==> config.mk <==
export PLATFORM = sky130hd
export DESIGN_NAME = stream_arb_sched_flat
export DESIGN_NICKNAME = d
export VERILOG_FILES = /design/src/rtl/stream_arb_sched_if.sv /design/src/rtl/stream_arb_sched.sv /design/src/flat_wrapper.sv
export SDC_FILE = /design/constraint.sdc
export NUM_CORES = 1
export LEC_CHECK = 0
export CORE_MARGIN = 2
export CORE_UTILIZATION = 24
export CTS_BUF_LIST = sky130_fd_sc_hd__clkbuf_16
export DETAILED_ROUTE_END_ITERATION = 10
export GPL_TIMING_DRIVEN = 0
export PLACE_DENSITY = 0.79
export SLEW_MARGIN = 40
export SYNTH_ARGS = -nofsm -noshare
export SYNTH_HDL_FRONTEND = slang
export SYNTH_SLANG_ARGS = --single-unit
==> constraint.sdc <==
create_clock -name clk -period 1.4 [get_ports clk]
set_input_delay 0.28 -clock clk [delete_from_list [all_inputs] [get_ports clk]]
set_output_delay 0.28 -clock clk [all_outputs]
set_load 0.005 [all_outputs]
==> src/rtl/stream_arb_sched_if.sv <==
// Stream-side bundle of the QoS stream arbiter: slave stream inputs, slave readies and the master stream.
// master: scheduler/mux view; slave: stream sources and downstream sink view.
interface stream_arb_sched_if #(
  parameter int T_DATA_WIDTH = 8,
  parameter int T_QOS__WIDTH = 4,
  parameter int STREAM_COUNT = 2
) ();
  logic [T_DATA_WIDTH-1:0]         s_data_i [STREAM_COUNT];
  logic [T_QOS__WIDTH-1:0]         s_qos_i  [STREAM_COUNT];
  logic [STREAM_COUNT-1:0]         s_last_i;
  logic [STREAM_COUNT-1:0]         s_valid_i;
  logic [STREAM_COUNT-1:0]         s_ready_o;
  logic [T_DATA_WIDTH-1:0]         m_data_o;
  logic [T_QOS__WIDTH-1:0]         m_qos_o;
  logic [$clog2(STREAM_COUNT)-1:0] m_id_o;
  logic                            m_last_o;
  logic                            m_valid_o;
  logic                            m_ready_i;

  modport master (
    input  s_data_i, s_qos_i, s_last_i, s_valid_i, m_ready_i,
    output s_ready_o, m_data_o, m_qos_o, m_id_o, m_last_o, m_valid_o
  );

  modport slave (
    output s_data_i, s_qos_i, s_last_i, s_valid_i, m_ready_i,
    input  s_ready_o, m_data_o, m_qos_o, m_id_o, m_last_o, m_valid_o
  );
endinterface

==> src/rtl/stream_arb_sched.sv <==
// Sequencer and stream mux for the QoS stream arbiter: runs the external max-finder, then forwards the winner's packet.
// Optional stall watchdog: define ARB_WATCHDOG_EN (default build has no watchdog, wdog_err_o tied low).
module stream_arb_sched #(
  parameter int T_DATA_WIDTH = 8,
  parameter int T_QOS__WIDTH = 4,
  parameter int STREAM_COUNT = 2,
  parameter int WDOG_CYCLES  = 16
) (
  input  logic                            clk,
  input  logic                            rst_n,
  stream_arb_sched_if.master              bus,
  output logic                            can_calc_o,
  output logic [STREAM_COUNT-1:0]         served_o,
  input  logic [T_QOS__WIDTH-1:0]         cmp_qos_i,
  input  logic [$clog2(STREAM_COUNT):0]   cmp_index_i,
  output logic                            wdog_err_o
);
  // state | meaning
  // IDLE  | wait for requesters; go to CLEAR when every valid one is already served
  // CLEAR | drop the served mask
  // CALC  | one-cycle comparator enable (its first level is registered)
  // WAIT  | capture comparator winner, or give up when it reports none
  // GRANT | pass the granted stream through until its last beat
  localparam logic [2:0] S_IDLE  = 3'd0;
  localparam logic [2:0] S_CLEAR = 3'd1;
  localparam logic [2:0] S_CALC  = 3'd2;
  localparam logic [2:0] S_WAIT  = 3'd3;
  localparam logic [2:0] S_GRANT = 3'd4;

  localparam int IDW = $clog2(STREAM_COUNT);
  localparam logic [IDW:0] IDX_NONE = (IDW + 1)'(STREAM_COUNT);

  logic [2:0]              r_state;
  logic [STREAM_COUNT-1:0] r_served;
  logic [IDW-1:0]          r_grant;
  logic [T_QOS__WIDTH-1:0] r_qos;

  logic w_in_grant;
  logic w_gnt_valid;
  logic w_gnt_last;
  logic w_beat;
  logic w_all_served;
  logic w_wdog_hit;

  assign w_in_grant   = (r_state == S_GRANT);
  assign w_gnt_valid  = bus.s_valid_i[r_grant];
  assign w_gnt_last   = bus.s_last_i[r_grant];
  assign w_beat       = w_in_grant & w_gnt_valid & bus.m_ready_i;
  assign w_all_served = ((r_served & bus.s_valid_i) == bus.s_valid_i);

`ifdef ARB_WATCHDOG_EN
  localparam int WDW = (WDOG_CYCLES > 1) ? $clog2(WDOG_CYCLES) : 1;
  localparam logic [WDW-1:0] WDOG_LOAD = WDW'(WDOG_CYCLES - 1);

  logic [WDW-1:0] r_wdog_cnt;

  // Down-counter of consecutive stalled GRANT cycles; terminal count is the last allowed stall.
  always_ff @(posedge clk or negedge rst_n) begin
    if (!rst_n) begin
      r_wdog_cnt <= WDOG_LOAD;
    end else if (!w_in_grant || w_gnt_valid || w_wdog_hit) begin
      r_wdog_cnt <= WDOG_LOAD;
    end else begin
      r_wdog_cnt <= r_wdog_cnt - 1'b1;
    end
  end

  assign w_wdog_hit = w_in_grant & ~w_gnt_valid & (r_wdog_cnt == '0);
`else
  // Watchdog compiled out; the expression is constant 0.
  assign w_wdog_hit = (WDOG_CYCLES < 0);
`endif

  always_ff @(posedge clk or negedge rst_n) begin
    if (!rst_n) begin
      r_state  <= S_IDLE;
      r_served <= '0;
      r_grant  <= '0;
      r_qos    <= '0;
    end else begin
      case (r_state)
        S_IDLE: begin
          if (bus.s_valid_i != '0) begin
            r_state <= w_all_served ? S_CLEAR : S_CALC;
          end
        end
        S_CLEAR: begin
          r_served <= '0;
          r_state  <= S_CALC;
        end
        S_CALC: begin
          r_state <= S_WAIT;
        end
        S_WAIT: begin
          if (cmp_index_i >= IDX_NONE) begin
            r_state <= S_IDLE;
          end else begin
            r_grant <= cmp_index_i[IDW-1:0];
            r_qos   <= cmp_qos_i;
            r_state <= S_GRANT;
          end
        end
        S_GRANT: begin
          if (w_wdog_hit || (w_beat && w_gnt_last)) begin
            r_served[r_grant] <= 1'b1;
            r_state           <= S_IDLE;
          end
        end
        default: begin
          r_state <= S_IDLE;
        end
      endcase
    end
  end

  always_comb begin
    bus.s_ready_o = '0;
    if (w_in_grant) begin
      bus.s_ready_o[r_grant] = bus.m_ready_i;
    end
  end

  assign bus.m_data_o  = w_in_grant ? bus.s_data_i[r_grant] : '0;
  assign bus.m_last_o  = w_in_grant & w_gnt_last;
  assign bus.m_valid_o = w_in_grant & w_gnt_valid;
  assign bus.m_qos_o   = r_qos;
  assign bus.m_id_o    = r_grant;
  assign can_calc_o    = (r_state == S_CALC);
  assign served_o      = r_served;
  assign wdog_err_o    = w_wdog_hit;
endmodule
==> src/flat_wrapper.sv <==
// flat-port wrapper written by rule: the top's interface ports become plain ports
module stream_arb_sched_flat 
#(
  parameter int T_DATA_WIDTH = 8,
  parameter int T_QOS__WIDTH = 4,
  parameter int STREAM_COUNT = 2,
  parameter int WDOG_CYCLES  = 16
)
  (clk, rst_n, can_calc_o, served_o, cmp_qos_i, cmp_index_i, wdog_err_o, bus_s_data_i, bus_s_qos_i, bus_s_last_i, bus_s_valid_i, bus_m_ready_i, bus_s_ready_o, bus_m_data_o, bus_m_qos_o, bus_m_id_o, bus_m_last_o, bus_m_valid_o);
  stream_arb_sched_if #(.T_DATA_WIDTH(T_DATA_WIDTH), .T_QOS__WIDTH(T_QOS__WIDTH), .STREAM_COUNT(STREAM_COUNT)) bus_i ();
  input  logic clk;
  input  logic rst_n;
  output logic can_calc_o;
  output logic [STREAM_COUNT-1:0] served_o;
  input  logic [T_QOS__WIDTH-1:0] cmp_qos_i;
  input  logic [$clog2(STREAM_COUNT):0] cmp_index_i;
  output logic wdog_err_o;
  input wire logic [$bits(bus_i.s_data_i)-1:0] bus_s_data_i;
  input wire logic [$bits(bus_i.s_qos_i)-1:0] bus_s_qos_i;
  input wire logic [$bits(bus_i.s_last_i)-1:0] bus_s_last_i;
  input wire logic [$bits(bus_i.s_valid_i)-1:0] bus_s_valid_i;
  input wire logic [$bits(bus_i.m_ready_i)-1:0] bus_m_ready_i;
  output wire logic [$bits(bus_i.s_ready_o)-1:0] bus_s_ready_o;
  output wire logic [$bits(bus_i.m_data_o)-1:0] bus_m_data_o;
  output wire logic [$bits(bus_i.m_qos_o)-1:0] bus_m_qos_o;
  output wire logic [$bits(bus_i.m_id_o)-1:0] bus_m_id_o;
  output wire logic [$bits(bus_i.m_last_o)-1:0] bus_m_last_o;
  output wire logic [$bits(bus_i.m_valid_o)-1:0] bus_m_valid_o;
  assign bus_i.s_data_i = {>>{bus_s_data_i}};
  assign bus_i.s_qos_i = {>>{bus_s_qos_i}};
  assign bus_i.s_last_i = bus_s_last_i;
  assign bus_i.s_valid_i = bus_s_valid_i;
  assign bus_i.m_ready_i = bus_m_ready_i;
  assign bus_s_ready_o = bus_i.s_ready_o;
  assign bus_m_data_o = bus_i.m_data_o;
  assign bus_m_qos_o = bus_i.m_qos_o;
  assign bus_m_id_o = bus_i.m_id_o;
  assign bus_m_last_o = bus_i.m_last_o;
  assign bus_m_valid_o = bus_i.m_valid_o;
  stream_arb_sched #(.T_DATA_WIDTH(T_DATA_WIDTH), .T_QOS__WIDTH(T_QOS__WIDTH), .STREAM_COUNT(STREAM_COUNT), .WDOG_CYCLES(WDOG_CYCLES)) u_core (.clk(clk), .rst_n(rst_n), .bus(bus_i), .can_calc_o(can_calc_o), .served_o(served_o), .cmp_qos_i(cmp_qos_i), .cmp_index_i(cmp_index_i), .wdog_err_o(wdog_err_o));
endmodule
==> impl_metrics.py, run 1 <==
metrics = {
    "run_status": {
        "outcome": "finished, violations left",
        "failed_checks": "setup timing",
    },
    "worst_setup_path": {
        "crit_path_max_fanout": 5,
        "worst-r2r-cell-count": 4,
        "critPathTopFamily": "simple AND/OR/NAND/NOR gates",
        "cp_required_ns": 1.12,
        "critical_path.max_stage_delay_ns": 0.43,
        "critical_path.cell_chain": "or3b_4, buf_6, nor2_2, buf_2",
        "worst_r2r_endpoint": "u_core.bus.m_qos_o[2]",
        "setup_slack_on_the_worst_flop_to_flop_path_ns": -0.01,
        "crit_path_start_kind": "flip-flop",
        "timing.setup.critical_path_class": "reg2out",
        "setup.worst_path.end_class": "output pin",
        "worst-path-buf-inv": 2,
        "reg2reg_from": "u_core.r_state[2]",
        "timing.critical_path.slowest_stage_cell": "or3b_4",
        "worstPathArrival_ns": 1.42,
    },
    "logic_synthesis": {
        "ys_warn_count": 0,
        "ys_async_sr_fraction_pct": 100.0,
        "number_of_enable_flip_flop_cells_after_synthesis": 0,
        "ys_types": 21,
        "yosys_reg_bits": 10,
        "syn-instance-count": 66,
        "synthesis.area_per_instance_um2": 9.915,
        "yosys.area.top_type_share_pct": 38.24,
        "post_synth_most_frequent_cells": "12 x nor2_1, 10 x dfrtp_1, 10 x mux2i_1, 5 x mux2_4, 4 x a21oi_1",
        "synth_top_cells_by_area": "dfrtp_1 38%, mux2i_1 15%, mux2_4 11%",
        "yosys.cell_count.top_type": "nor2_1",
        "ys_seq_area_share_pct": 38.24,
        "mappedNetlistArea_um2": 654.4,
        "most_common_flop_cell_mapped_by_yosys": "dfrtp_1",
        "synthesized_net_count": 103,
        "synth_area_leader_cell": "dfrtp_1",
    },
    "clocking": {
        "cts-root-to-sink-buffers": 2,
        "tritoncts": "yes",
        "cts.reportedPaths.clkPinSlew_ns": 0.04,
        "ctsHoldBuffers": 0,
        "cts-buffers-inserted": 3,
        "ctsHtreeMaxLevel": 1,
        "cts_root_buf": "clkbuf_16",
        "clk-insertion-delay-late_ns": 0.23,
        "cts_num_sinks": 10,
    },
    "detailed_routing": {
        "routed_via_density": 4.510,
        "routed_wire_length_per_instance_um": 13.61,
        "num_vias": 699,
        "drt_iter0_markers": 4,
        "drtAntennaViolNets": 0,
        "first_pass_iters": 3,
        "final_wirelength_um": 2109,
        "drc_errors": 0,
    },
    "final_layout": {
        "fin_area_um2": 1353,
        "final_layout_size_suffix_gt1_share_pct": 41.60,
        "layout_nets": 164,
        "antennaDiodeCount": 0,
        "flow.area_growth_from_synthesis_pct": 106.7,
    },
    "timing": {
        "finalMaxSlewViolations": 0,
        "report.final.setup_viol": 17,
        "finalWorstSetupSlack_ns": -0.2956,
        "period_needed_ns": 1.696,
        "timing_hold_violations_final": 0,
        "finClkSkew_ns": 0.001258,
        "rsz0062_at_grt": "yes",
        "clock.fmax_mhz": 589.8,
        "total_neg_setup_slack_ns": -3.318,
        "layout_worst_path_cycle_share_pct": 121.1,
    },
    "global_routing": {
        "via_count_of_the_first_global_routing_pass": 724,
        "grt_pass1_wl_um": 3484,
        "grt_max_degree": 11,
        "globalRoute.totalOverflow": 0,
        "grt_antenna_before_repair": 0,
        "grtUsageTotal_pct": 14.41,
    },
    "die": {
        "top_level_ports": 58,
        "chipWidth_um": 56.22,
        "floorplan.die_area_um2": 3160,
        "core-area_um2": 2522,
        "placement_rows": 18,
        "fp.dieH_um": 56.22,
        "initial_utilization_pct": 25.94,
    },
    "worst_hold_path": {
        "worst_hold_path_type": "in2async",
    },
    "power": {
        "power.leakage_uw": 0.0006320,
        "total_power_uw": 2179,
        "vdd_drop_max_mv": 1.089,
        "power-per-cell-area_nw_per_um2": 1611,
    },
    "job": {
        "maxCapViolCount": 0,
    },
    "place": {
        "dpl.hpwl_um": 1576,
        "dpl-instance-area_um2": 1172,
        "port-buffer-count": 48,
        "finalWeightedCongestion": 0.7387,
    },
}
layout by cell type (no fill, tap or decap):
cell type        count
a2111oi_0            1
a211oi_1             2
a21o_1               1
a21oi_1              4
and2_4               1
and3_1               1
and3_4               1
and3b_1              2
buf_2               12
buf_4                7
buf_6                6
buf_8                1
clkbuf_16            3
clkdlybuf4s50_1     34
conb_1               1
dfrtp_1              8
dfrtp_2              2
dlygate4sd2_1        1
inv_1                1
inv_2                1
mux2_4               5
mux2i_1              7
mux2i_2              2
mux2i_4              1
nor2_1               5
nor2_2               5
nor2_4               2
nor2b_1              1
nor3b_2              1
nor4bb_2             1
o21a_1               1
o21ai_0              3
or3b_4               1
per-stage QoR:
step | utilization (%) | hold slack, ns | setup WS, ns | std cells
global placement | 46.48 | 0.4901 | -0.5733 | 144
finish | 53.62 | 0.3722 | -0.2956 | 155
CTS | 50.10 | 0.3887 | -0.2898 | 153
global route | 53.62 | 0.4044 | -0.3363 | 155
floorplan | - | -0.01559 | 0.003915 | 66
detailed placement | 46.48 | 0.4963 | -0.5803 | 144
layout make-up:
type | count | area (µm²)
multi-input combinational | 49 | 435.4
sequential | 10 | 252.7
buffer | 5 | 46.29
fill | 236 | 1170
inverter | 2 | 7.507
clock buffer | 3 | 75.07
timing repair buffer | 56 | 498.0
tap | 30 | 37.54
per-layer routing:
layer | vias to the layer above | wire [µm] | global-route usage [%]
met5 | - | 0 | 0
met4 | 0 | 0 | 3.061
met3 | 0 | 120 | 5.814
met2 | 18 | 1088 | 24.20
met1 | 332 | 900 | 17.26
li1 | 349 | - | -
kinds of logic (layout without fill, tap and decap cells):
group	Yosys count	in the layout	synth area share, %
flops	10	10	38.24
compound gates	12	12	11.28
other cells	1	1	0.5731
mux	15	15	26.77
buf+inv	7	66	5.735
simple gates	21	21	17.40
worst max path at each step:
stage | start | end | slack (ns) | cells after the start
5_1_grt | u_core.r_state[1] | bus_m_data_o[5] | -0.34 | 4
3_5_place_dp | u_core.r_state[1] | bus_m_data_o[3] | -0.58 | 4
6_report | u_core.r_state[1] | bus_m_data_o[5] | -0.30 | 4
3_3_place_gp | u_core.r_state[1] | bus_m_data_o[4] | -0.57 | 4
4_1_cts | u_core.r_state[0] | bus_m_valid_o | -0.29 | 4
2_1_floorplan | u_core.r_state[1] | bus_m_data_o[0] | 0.004 | 3
flip-flops by register name, summed over array words and instances, names as in the netlist:
| register | flops |
|---|---|
| u_core.r_state | 3 |
| u_core.bus.m_qos_o | 4 |
| u_core.served_o | 2 |
| u_core.bus.m_id_o | 1 |
power breakdown:
| group | switching [µW] | internal, µW | total, µW |
|---|---|---|---|
| registers | 64.2 | 413 | 478 |
| clock network | 120 | 369 | 489 |
| logic | 439 | 774 | 1210 |
| total | 622 | 1560 | 2180 |
repair_timing:
| action | in CTS | in global routing |
|---|---|---|
| setup buffers | 5 | 2 |
| gates resized for setup | 65 | 20 |
| pin swaps | 11 | 3 |
| setup endpoints to repair | 15 | 18 |
| cloned | 1 | 0 |
Note: power is estimated with default switching activity, not from simulation.
==> inputs of run 2 (changes only) <==
CELL_PAD_IN_SITES_DETAIL_PLACEMENT = 1   (was not set)
CELL_PAD_IN_SITES_GLOBAL_PLACEMENT = 1   (was not set)
CORE_UTILIZATION = 18   (was 24)
PLACE_DENSITY = 0.85   (was 0.79)
REMOVE_ABC_BUFFERS = 1   (was not set)
SLEW_MARGIN = 20   (was 40)
==> run 2 against run 1 <==
The flow still finishes with violations (setup timing); combinational power increased by 9%; clock-buffer cell count unchanged; critical path depth increased by 1; global-route usage decreased by 0.52 points; worst setup slack got worse by 0.12 ns; largest cell class unchanged; routed wire length increased by 32%; core utilization decreased by 11 points; hold slack got worse by 0.0078 ns; sequential power increased by 14%; clock power increased by 5.7%; die area increased by 31%.
==> impl_metrics.py, run 2 (synthesized netlist as in run 1, its figures left out) <==
metrics = {
    "run_status": {
        "outcome": "finished, violations left",
        "failed_checks": "setup timing",
    },
    "final_layout": {
        "final-instance-count-excl-fill": 183,
        "fin_area_um2": 1468,
        "mostFrequentLayoutCells": "30 x clkdlybuf4s50_1, 13 x buf_2, 12 x buf_4, 10 x mux2i_1, 10 x buf_6",
        "antennaDiodeCount": 0,
        "flow.area_growth_from_synthesis_pct": 124.3,
        "layout_commonest_cell": "clkdlybuf4s50_1",
        "layout_nets": 175,
        "final_layout_size_suffix_gt1_share_pct": 40.88,
        "max_reg_flops": 4,
    },
    "clocking": {
        "cts_num_sinks": 10,
        "clk-insertion-delay-late_ns": 0.24,
        "cts-buffers-inserted": 3,
        "ctsHtreeMaxLevel": 1,
        "cts_root_buf": "clkbuf_16",
        "tritoncts": "yes",
        "ctsHoldBuffers": 0,
        "cts.reportedPaths.clkPinSlew_ns": 0.04,
        "cts-root-to-sink-buffers": 2,
    },
    "place": {
        "finalWeightedCongestion": 0.6850,
        "place.detailed.instances": 156,
        "dpl.hpwl_um": 1712,
        "dpl-instance-area_um2": 1174,
        "port-buffer-count": 48,
    },
    "detailed_routing": {
        "routed_via_density": 4.295,
        "drt_iter0_markers": 21,
        "drtAntennaViolNets": 0,
        "final_wirelength_um": 2777,
        "routed_wire_length_per_instance_um": 15.17,
        "num_vias": 786,
        "drc_errors": 0,
        "first_pass_iters": 4,
    },
    "power": {
        "power.leakage_uw": 0.0007394,
        "comb_power_share_pct": 55.4,
        "power-per-cell-area_nw_per_um2": 1620,
        "vdd_drop_max_mv": 0.6798,
        "p_seq_share_pct": 22.8,
        "switching_share_pct": 30.47,
        "netSwitchingPower_uw": 724.3,
        "p_clk_share_pct": 21.8,
        "power_report.internal_total_uw": 1653,
    },
    "die": {
        "initial_utilization_pct": 19.16,
        "top_level_ports": 58,
        "chipWidth_um": 64.30,
        "floorplan.die_area_um2": 4134,
        "fp.dieH_um": 64.30,
        "core-area_um2": 3416,
        "placement_rows": 21,
    },
    "timing": {
        "report.final.setup_viol": 18,
        "clock.fmax_mhz": 551.5,
        "rsz0062_at_grt": "yes",
        "timing_hold_violations_final": 0,
        "layout_worst_path_cycle_share_pct": 129.5,
        "finalWorstSetupSlack_ns": -0.4132,
        "finalMaxSlewViolations": 0,
        "finClkSkew_ns": 0.001651,
        "period_needed_ns": 1.813,
    },
    "global_routing": {
        "grtUsageTotal_pct": 13.89,
        "grt_antenna_before_repair": 0,
        "via_count_of_the_first_global_routing_pass": 885,
        "grt_pass1_wl_um": 4298,
        "globalRoute.totalOverflow": 0,
        "grt_max_degree": 13,
    },
    "worst_setup_path": {
        "crit_path_max_fanout": 6,
        "cp_required_ns": 1.12,
        "worstPathArrival_ns": 1.53,
        "setup.worst_path.end_class": "output pin",
        "crit_path_start_kind": "flip-flop",
        "timing.setup.critical_path_class": "reg2out",
    },
    "worst_hold_path": {
        "worst_hold_path_type": "in2async",
    },
    "job": {
        "maxCapViolCount": 0,
    },
}
==> run 2: layout make-up <==
type	instances	area, µm²
Tap cell	46	57.56
Clock inverter	1	3.754
Sequential cell	10	257.7
Fill cell	396	1948
Clock buffer	3	75.07
Multi-Input combinational cell	50	419.2
Timing Repair Buffer	71	646.9
Inverter	2	7.507
==> run 2: through the flow <==
stage	power [µW]	worst slack, ns	hold slack, ns	util, %	TNS (ns)
global route	2515	-0.4492	0.3940	42.97	-5.794
global placement	1358	-1.030	0.5085	34.03	-13.66
floorplan	957.8	-0.4715	-0.01559	-	-2.716
finish	2377	-0.4132	0.3645	42.97	-5.117
detailed placement	1405	-0.7110	0.5112	34.36	-9.902
CTS	2296	-0.3896	0.3769	41.65	-4.785
==> run 2: final timing paths <==
path / from / end / slack, ns / cells past startpoint
max in group asynchronous: rst_n / u_core.bus.m_id_o / 0.68 / 1
max: u_core.r_state[1] / bus_s_ready_o[1] / -0.41 / 5
min: rst_n / u_core.bus.m_qos_o[3] / 0.36 / 1
min in group clk: u_core.bus.m_qos_o[2] / u_core.bus.m_qos_o[2] / 0.52 / 1
max reg2reg: u_core.r_state[2] / u_core.bus.m_qos_o[1] / -0.20 / 5
min reg2reg: u_core.bus.m_qos_o[2] / u_core.bus.m_qos_o[2] / 0.52 / 1
==> run 2: timing repair <==
action | 4_1_cts | 5_1_grt
endpoints found under the setup margin | 23 | 25
pin swaps | 13 | 2
setup buffers | 19 | 3
gates resized for setup | 76 | 8
gates cloned | 1 | 0
==> run 2: power by group through the flow <==
stage / logic, µW / clock network, µW / registers (µW)
2_1_floorplan: 391 / 0 / 567
3_3_place_gp: 758 / 0 / 601
3_5_place_dp: 795 / 0 / 610
4_1_cts: 1230 / 521 / 542
5_1_grt: 1410 / 545 / 560
6_report: 1320 / 517 / 543
==> run 2: critical path, stage by stage, from the launching register on <==
cell and delay (ns):
dfrtp_2 0.44, or3b_4 0.43, buf_6 0.14, inv_2 0.04, and3_1 0.14, buf_2 0.11
==> run 2: per-layer routing <==
metal	routed length, µm	GRT usage, %	vias up	share of wire, %
met3	175	3.169	2	6.3
li1	-	-	375	-
met2	1535	26.95	29	55
met4	17	5.851	0	0.61
met5	0	0	-	0
met1	1049	13.98	380	38
